==> config.mk <==
export PLATFORM = sky130hd
export DESIGN_NAME = fir_mac_sched
export DESIGN_NICKNAME = d
export VERILOG_FILES = /design/src/rtl/fir_pkg.sv /design/src/rtl/fir_coef_rf.sv /design/src/rtl/fir_mac_sched.sv
export SDC_FILE = /design/constraint.sdc
export NUM_CORES = 1
export LEC_CHECK = 0
export BUFFER_PORTS_ARGS = -buffer_cell sky130_fd_sc_hd__clkbuf_2
export CAP_MARGIN = 20
export CORE_ASPECT_RATIO = 0.8
export CORE_MARGIN = 2
export CORE_UTILIZATION = 40
export CTS_BUF_LIST = sky130_fd_sc_hd__clkbuf_2 sky130_fd_sc_hd__clkbuf_4 sky130_fd_sc_hd__clkbuf_8
export CTS_CLUSTER_SIZE = 20
export DETAILED_ROUTE_END_ITERATION = 7
export PLACE_DENSITY = 0.63
export SKIP_CTS_REPAIR_TIMING = 1
export SLEW_MARGIN = 20
export SYNTH_ARGS = -nofsm -noshare
export SYNTH_HDL_FRONTEND = slang
export SYNTH_SLANG_ARGS = --single-unit
==> constraint.sdc <==
create_clock -name clk -period 8.3 [get_ports clk]
set_input_delay 1.66 -clock clk [delete_from_list [all_inputs] [get_ports clk]]
set_output_delay 1.66 -clock clk [all_outputs]
set_load 0.02 [all_outputs]
==> src/rtl/fir_pkg.sv <==
// Shared FIR definitions: sequencer state encoding and the output-width rule
// that every FIR variant uses so their result buses agree.
package fir_pkg;

  typedef enum logic [1:0] {IDLE, MAC, OUT} fir_state_t;

  function automatic int fir_width_y(input int width_x, input int width_b, input int n);
    return width_x + width_b + n + 1;
  endfunction

endpackage

==> src/rtl/fir_coef_rf.sv <==
// (N+1) x WIDTH_B coefficient register file: one gated write port,
// one combinational read port driven by the tap counter.
module fir_coef_rf #(
  parameter  int N       = 5,
  parameter  int WIDTH_B = 3,
  localparam int WIDTH_A = $clog2(N + 1)
) (
  input  logic                      clk,
  input  logic                      rstn,
  input  logic                      we,
  input  logic [WIDTH_A-1:0]        waddr,
  input  logic signed [WIDTH_B-1:0] wdata,
  input  logic [WIDTH_A-1:0]        raddr,
  output logic signed [WIDTH_B-1:0] rdata
);

  localparam logic [WIDTH_A-1:0] ADDR_MAX = WIDTH_A'(N);

  logic signed [WIDTH_B-1:0] coef [N+1];

  // Addresses beyond the last tap are dropped rather than aliased.
  always_ff @(posedge clk or negedge rstn) begin
    if (!rstn) begin
      for (int n = 0; n <= N; n++) coef[n] <= '0;
    end else if (we && (waddr <= ADDR_MAX)) begin
      coef[waddr] <= wdata;
    end
  end

  assign rdata = (raddr <= ADDR_MAX) ? coef[raddr] : '0;

endmodule

==> src/rtl/fir_mac_sched.sv <==
// Time-multiplexed direct-form FIR: one multiplier and accumulator stepped over N+1 taps.
// Define FIR_MAC_SCHED_OVERLAP_EN to add an output register so a new sample overlaps the drain.
module fir_mac_sched import fir_pkg::*; #(
  parameter  int N       = 5,
  parameter  int WIDTH_X = 8,
  parameter  int WIDTH_B = 3,
  localparam int WIDTH_M = WIDTH_X + WIDTH_B,
  localparam int WIDTH_Y = fir_width_y(WIDTH_X, WIDTH_B, N),
  localparam int WIDTH_A = $clog2(N + 1)
) (
  input  logic                      clk,
  input  logic                      rstn,
  input  logic                      s_valid,
  output logic                      s_ready,
  input  logic signed [WIDTH_X-1:0] s_data,
  output logic                      m_valid,
  input  logic                      m_ready,
  output logic signed [WIDTH_Y-1:0] m_data,
  input  logic                      coef_we,
  input  logic [WIDTH_A-1:0]        coef_addr,
  input  logic signed [WIDTH_B-1:0] coef_wdata,
  output logic                      busy
);

  localparam logic [WIDTH_A-1:0] K_LAST = WIDTH_A'(N);

  fir_state_t                state, state_nxt;
  logic [WIDTH_A-1:0]        k;
  logic signed [WIDTH_X-1:0] z [N+1];
  logic signed [WIDTH_Y-1:0] acc;
  logic signed [WIDTH_Y-1:0] acc_sum;
  logic signed [WIDTH_B-1:0] coef_k;
  logic signed [WIDTH_X-1:0] z_k;
  logic signed [WIDTH_M-1:0] prod_p0;
  logic                      accept;
  logic                      mac_last;
  logic                      coef_wr;

  assign s_ready  = (state == IDLE);
  assign busy     = (state != IDLE);
  assign accept   = s_valid && s_ready;
  assign mac_last = (state == MAC) && (k == K_LAST);
  assign coef_wr  = coef_we && (state == IDLE);

  fir_coef_rf #(
    .N       (N),
    .WIDTH_B (WIDTH_B)
  ) u_coef_rf (
    .clk   (clk),
    .rstn  (rstn),
    .we    (coef_wr),
    .waddr (coef_addr),
    .wdata (coef_wdata),
    .raddr (k),
    .rdata (coef_k)
  );

  // Stage 0: full-precision product, exact in WIDTH_M bits.
  assign z_k     = z[k];
  assign prod_p0 = $signed({{WIDTH_X{coef_k[WIDTH_B-1]}}, coef_k})
                 * $signed({{WIDTH_B{z_k[WIDTH_X-1]}}, z_k});
  assign acc_sum = acc + $signed({{(WIDTH_Y - WIDTH_M){prod_p0[WIDTH_M-1]}}, prod_p0});

`ifdef FIR_MAC_SCHED_OVERLAP_EN
  logic signed [WIDTH_Y-1:0] res_p1;
  logic                      vld_p1;
  logic                      out_free;
  logic                      load_p1;

  assign out_free = !vld_p1 || m_ready;
  assign load_p1  = (mac_last || (state == OUT)) && out_free;
`endif

  always_ff @(posedge clk or negedge rstn) begin
    if (!rstn) state <= IDLE;
    else       state <= state_nxt;
  end

  always_comb begin
    state_nxt = state;
    case (state)
      IDLE: if (accept) state_nxt = MAC;
`ifdef FIR_MAC_SCHED_OVERLAP_EN
      MAC:  if (mac_last) state_nxt = out_free ? IDLE : OUT;
      OUT:  if (out_free) state_nxt = IDLE;
`else
      MAC:  if (mac_last) state_nxt = OUT;
      OUT:  if (m_ready)  state_nxt = IDLE;
`endif
      default: state_nxt = IDLE;
    endcase
  end

  // Delay line and accumulator; k wraps after the last tap so it never indexes past N.
  always_ff @(posedge clk or negedge rstn) begin
    if (!rstn) begin
      for (int n = 0; n <= N; n++) z[n] <= '0;
      acc <= '0;
      k   <= '0;
    end else if (accept) begin
      for (int n = N; n > 0; n--) z[n] <= z[n-1];
      z[0] <= s_data;
      acc  <= '0;
      k    <= '0;
    end else if (state == MAC) begin
      acc <= acc_sum;
      k   <= mac_last ? '0 : k + 1'b1;
    end
  end

`ifdef FIR_MAC_SCHED_OVERLAP_EN
  // Stage 1: result register, loaded straight from the final sum or from a held acc.
  always_ff @(posedge clk or negedge rstn) begin
    if (!rstn) begin
      vld_p1 <= 1'b0;
      res_p1 <= '0;
    end else if (load_p1) begin
      vld_p1 <= 1'b1;
      res_p1 <= (state == OUT) ? acc : acc_sum;
    end else if (m_ready) begin
      vld_p1 <= 1'b0;
    end
  end

  assign m_valid = vld_p1;
  assign m_data  = res_p1;
`else
  assign m_valid = (state == OUT);
  assign m_data  = acc;
`endif

endmodule
=== Yosys cells after proc, flatten, opt, wreduce, memory -nomap -nowiden ===
Cells that the tools add are included.

* $add $sub $neg: 2
* $mul: 1
* $lt $le $gt $ge: 5
* Equality and inequality tests: 6
* Muxes and demuxes: 19
* Bitwise logic cells: 2
* Reductions and logical operators: 9

{| class="wikitable"
|+ Operators with widths
! operator !! number
|-
| 17-bit 2-to-1 mux || 2
|-
| 8-bit binary-select mux with 3-bit select || 1
|-
| 3-bit 2-to-1 mux || 7
|-
| 18-bit bitwise mux || 1
|-
| 17-bit by 11-bit adder with 17-bit output || 1
|-
| 8-bit 2-to-1 mux || 2
|-
| 3-bit by 8-bit multiplier with 11-bit output || 1
|-
| 3-bit binary-select mux with 3-bit select || 1
|-
| 3-bit demux with 3-bit select || 1
|-
| 4-bit greater-or-equal comparator (second input constant) || 2
|-
| 3-bit NOT with 4-bit output || 2
|-
| 3-bit less-or-equal comparator (second input constant) || 2
|-
| 2-bit 2-to-1 mux || 3
|-
| 2-bit case mux with 3 select lines || 1
|-
| 1-bit logical AND || 5
|-
| 4-bit by 1-bit less-than comparator with 1-bit output (second input constant) || 1
|-
| 2-bit by 1-bit != test with 1-bit output (second input constant) || 2
|-
| 2-bit nonzero test || 2
|-
| 3-bit by 1-bit adder with 3-bit output (second input constant) || 1
|-
| 3-bit == test (second input constant) || 1
|-
| 3-bit AND reduction || 1
|-
| 2-bit by 1-bit == test with 1-bit output (second input constant) || 1
|-
| 2-bit == test (second input constant) || 1
|-
| 2-bit zero test || 1
|-
| 2-bit != test (second input constant) || 1
|}

* Register bits after elaboration: 88
* Input port bits: 19
* Logic and storage cells: 59

=== Logic depth before layout (Yosys ltp) ===
* Depth in word-level cells: 9
* Depth in mapped cells: 19

=== By module ===
A second synthesis with hierarchy kept.

* Cell total of the unflattened synthesis: 575
* Area total of the unflattened synthesis: 5576.6 µm²

{| class="wikitable"
|+ Modules (own cells, without submodules)
! module !! instances !! cells an instance !! area an instance (µm²) !! sequential area each (µm²)
|-
| fir_mac_sched || 1 || 512 || 4692.0 || 1751.7
|-
| fir_coef_rf || 1 || 63 || 884.6 || 450.4
|}

=== Worst setup path before layout ===
No wires, ideal clock.

* Kind: flip-flop to flip-flop
* From: register k[0]
* To: register acc[16], in the netlist m_data[16]
* Library setup time: 0.095 ns
* Data arrival time: 4.782 ns
* Required time: 8.205 ns
* Slack: 3.423 ns
* Cell stages (with the launch flop): 17
* Path buffers: 2
* Clock period less this slack: 4.877 ns
* Path through: dfrtp_1 -> buf_2 -> buf_4 -> mux4_2 -> a21oi_1 -> nand2_1 -> fa_1 -> fa_1 -> inv_1 -> fa_1 -> ha_1 -> fa_1 -> a21o_1 -> a311oi_1 -> nand4b_1 -> a21oi_1 -> o31ai_1

* Cells in the longest elaborated chain, start to end: 9
* Elaborated cells between the ends (all ways): 13
* Those cells by class: 1 x add/sub; 1 x mul; 1 x order compare; 9 x mux; 1 x bitwise

{| class="wikitable"
|+ Ends and longest elaborated chain
! element !! line !! text
|-
| start, declared || fir_mac_sched.sv:28 || <nowiki>logic [WIDTH_A-1:0] k;</nowiki>
|-
| start signal, assigned || fir_mac_sched.sv:107 || <nowiki>k <= mac_last ? '0 : k + 1'b1;</nowiki>
|-
| 3-bit NOT with 4-bit output (not written as such) || fir_coef_rf.sv:30, fir_mac_sched.sv:59 ||
|-
| 3-bit binary-select mux with 3-bit select || fir_coef_rf.sv:30 || <nowiki>assign rdata = (raddr <= ADDR_MAX) ? coef[raddr] : '0;</nowiki>
|-
| 3-bit 2-to-1 mux (not written as such) (2 in a row) || fir_coef_rf.sv:30 ||
|-
| 3-bit 2-to-1 mux || fir_coef_rf.sv:30 ||
|-
| 3-bit by 8-bit multiplier with 11-bit output (*) || fir_mac_sched.sv:61 || <nowiki>* $signed({{WIDTH_B{z_k[WIDTH_X-1]}}, z_k});</nowiki>
|-
| 17-bit by 11-bit adder with 17-bit output (*) || fir_mac_sched.sv:62 || <nowiki>assign acc_sum = acc + $signed({{(WIDTH_Y - WIDTH_M){prod_p0[WIDTH_M-1]}}, prod_p0});</nowiki>
|-
| 17-bit 2-to-1 mux (*) || fir_mac_sched.sv:105 || <nowiki>end else if (state == MAC) begin</nowiki>
|-
| 17-bit 2-to-1 mux (*) || fir_mac_sched.sv:100 || <nowiki>end else if (accept) begin</nowiki>
|-
| end signal, assigned || fir_mac_sched.sv:106 || <nowiki>acc <= acc_sum;</nowiki>
|-
| end, declared || fir_mac_sched.sv:30 || <nowiki>logic signed [WIDTH_Y-1:0] acc;</nowiki>
|}

Mark *: on every way between the ends. The rest lies on a longest branch, timed or not. The select of a mux whose other input is x is not followed.
A chain may end at the register's enable or synchronous reset.

=== Final worst setup path ===
* From: register k[1]
* To: register acc[10], in the netlist m_data[10]

Same word-level chain as after synthesis.

==> results_dict.tcl <==
set metrics [dict create \
    final-hold-violation-count 0 \
    slew_headroom 0.397 \
    timing.fmax_ghz 0.178 \
    yosys-top-cells-area "dfrtp_1 (40%), nand2_1 (12%), fa_1 (8.7%)" \
    grt.total_usage 0.179 \
    gp_congestion 0.907 \
    drt_first_pass_iters 5 \
    ys_seq_area_frac 0.398 \
    core_sq_um 13600 \
    outcome "complete, no violations" \
    final-max-slew-violation-count 0 \
    crit_top_cell "fa_1" \
    synthToLayoutAreaGrowth_pct 10.0 \
    clkTransAtPathRegs_ns 0.11 \
    yosysTopAreaCell "dfrtp_1" \
    netlist_area_sq_um 5530 \
    crit_required_ns 8.54 \
    ant_nets 0 \
    core.rowCount 38 \
    synth_cells 572 \
    ioPinCount 39 \
    synth_top_area_frac 0.398 \
    grt_max_degree 53 \
    die_h_microns 109 \
    synth_compound_area_frac 0.0801 \
    drive_gt1_frac 0.158 \
    ys_ff_latch 88 \
    synthMuxAreaShare 0.105 \
    fin_nets 679 \
    routed_via_density 5.13 \
    synth_top_family_by_area "simple AND/OR/NAND/NOR gates" \
    setup_viol 0 \
    min_path_type "reg -> reg" \
    dominantRegCellSynth "dfrtp_1" \
    synth.avg_cell_area_sq_um 9.66 \
    synthArstFlopShare 1.00 \
    clock_tree.buffer_depth 2 \
    antenna_found_initial 0 \
    overflow 0 \
    post-route-min-period_ns 5.62 \
    synth_simple_gate_area_frac 0.197 \
    die_area_sq_um 14800 \
    crit_path_end_kind "flip-flop" \
    synthXorXnorAreaFrac 0.0143 \
    cts_sinks 88 \
    port_buffers 38 \
    critical_path.top_delay_family "adder cells" \
    grt_pass1_wl_microns 20600 \
    synthAdderAreaFrac 0.164 \
    initial_core_util 0.408 \
    first_iter_violations 278 \
    cts-root-buf "clkbuf_8" \
    first_global_vias 4023 \
    wl_per_cell_microns 15.6 \
    numCtsBuffers 9 \
    fin_crit_sh 0.677 \
    ys_warn_count 0 \
    crit_path_max_incr_delay_ns 0.70 \
    drc 0 \
    syn-num-nets 649 \
    crit_slowest_cell "dfrtp_1" \
    final_common_cell "nand2_1" \
    fin_setup_tns_ns 0 \
    path_buf_inv 2 \
    die_x_microns 135 \
    skew_ns 0.0204 \
    cts.htree.levels 3 \
    antennaDiodeCount 0 \
    maxCapViolCount 0 \
    grt_setup_unrepaired "no" \
    synth-edff-count 0 \
    drt_wl_total_microns 12300 \
    cts_tree "done" \
    num_vias 4040 \
    dp_hpwl_microns 8960 \
    worst_ep_arrival_time_ns 5.86 \
    synth_cell_types 57 \
    startpoint_type "flip-flop" \
    clock_insertion_delay_worst_skew_ns 0.38 \
    crit_chain "clkinv_1 -> nand2_1 -> nor2_1 -> a21oi_1 -> nand2_1 -> fa_1 -> fa_1 -> inv_1 -> fa_1 -> ha_1 -> fa_1 -> a21o_1 -> a311oi_1 -> o21ai_0 -> xnor2_1 -> o21ai_0" \
    final_cell_mix "nand2_1 (171), dfrtp_1 (88), clkbuf_2 (37)" \
    crit_fanout 11 \
    worstMarginPinSlew_ns 0.904 \
    path_class "reg -> reg" \
]
-- stage by stage --
step | hold WS, ns | setup WS, ns | util | cells | cell area [sq um]
6_report | 0.483 | 2.68 | 0.449 | 787 | 6080
3_3_place_gp | 0.457 | 2.94 | 0.434 | 771 | 5880
2_1_floorplan | 0.446 | 3.42 | - | 572 | 5530
3_5_place_dp | 0.463 | 2.79 | 0.434 | 771 | 5880
4_1_cts | 0.486 | 2.80 | 0.449 | 787 | 6080
5_1_grt | 0.513 | 2.32 | 0.449 | 787 | 6080
-- layout make-up --
cell class	instances	area, sq um
fillers	1306	7470
flip-flops and latches	88	2200
clock buffers	9	124
well taps	180	225
clock inverters	7	78.8
multi-input cells	427	3100
repair buffers	42	223
inverters	34	129
-- cells in the mapped netlist, types with 5 or more instances --
cell type and n:
inv_1 32, o21ai_0 17, mux4_2 11, mux2i_1 12, nor2_1 31, ha_1 34, nand2_1 171, nor2b_1 5
and2_1 7, nor3_1 6, a21oi_1 16, fa_1 24, mux2_2 15, dfrtp_1 88, clkbuf_1 17, nand3_1 7
xnor2_1 6
-- worst register-to-register path, delay by kind of cell, from the launching register on --
kind	cells	cell delay, ns
adder cells (fa/ha/maj)	5	2.13
flip-flops	1	0.70
XOR/XNOR	1	0.19
AND/OR/NAND/NOR	3	0.55
AO/OA/AOI/OAI	5	1.49
buffers and inverters	2	0.42
-- layer usage --
layer	vias up	track usage	share of wire
li1	1980	-	-
met1	1956	0.268	0.50
met2	90	0.268	0.43
met3	14	0.0363	0.054
met4	0	0.0454	0.013
met5	-	0	0
-- path summary, 6_finish.rpt --
kind                                   from                      to  slack (ns)  cells past startpoint
setup / recovery           k[1]$_DFFE_PN0P_  m_data[10]$_DFFE_PN0P_        2.68                     16
hold / removal             z[3]$_DFFE_PN0P_        z[3]$_DFFE_PN0P_        0.48                      2
setup reg to reg           k[1]$_DFFE_PN0P_  m_data[10]$_DFFE_PN0P_        2.68                     16
hold reg to reg            z[3]$_DFFE_PN0P_        z[3]$_DFFE_PN0P_        0.48                      2
max in group asynchronous              rstn       z[15]$_DFFE_PN0P_        6.02                      2
min in group asynchronous              rstn  m_data[13]$_DFFE_PN0P_        1.22                      1
-- sequential cells by signal, summed over array words and instances (netlist names) --
| register | flops |
|---|---|
| k | 3 |
| m_data | 17 |
| state | 2 |
| u_coef_rf.coef | 18 |
| z | 48 |
-- cell families (layout without fill, tap and decap cells) --
family / after synthesis / after routing
AOI/OAI and AO/OA: 66 / 66
xor gates and xnor gates: 9 / 9
adders and majority gates: 58 / 58
buffers and inverters: 57 / 92
DFF: 88 / 88
muxes: 41 / 41
and+or+nand+nor: 253 / 253
Power is left out: the tool's default activity adds up to more than one toggle a clock period on the data nets, which glitch-free logic cannot reach.
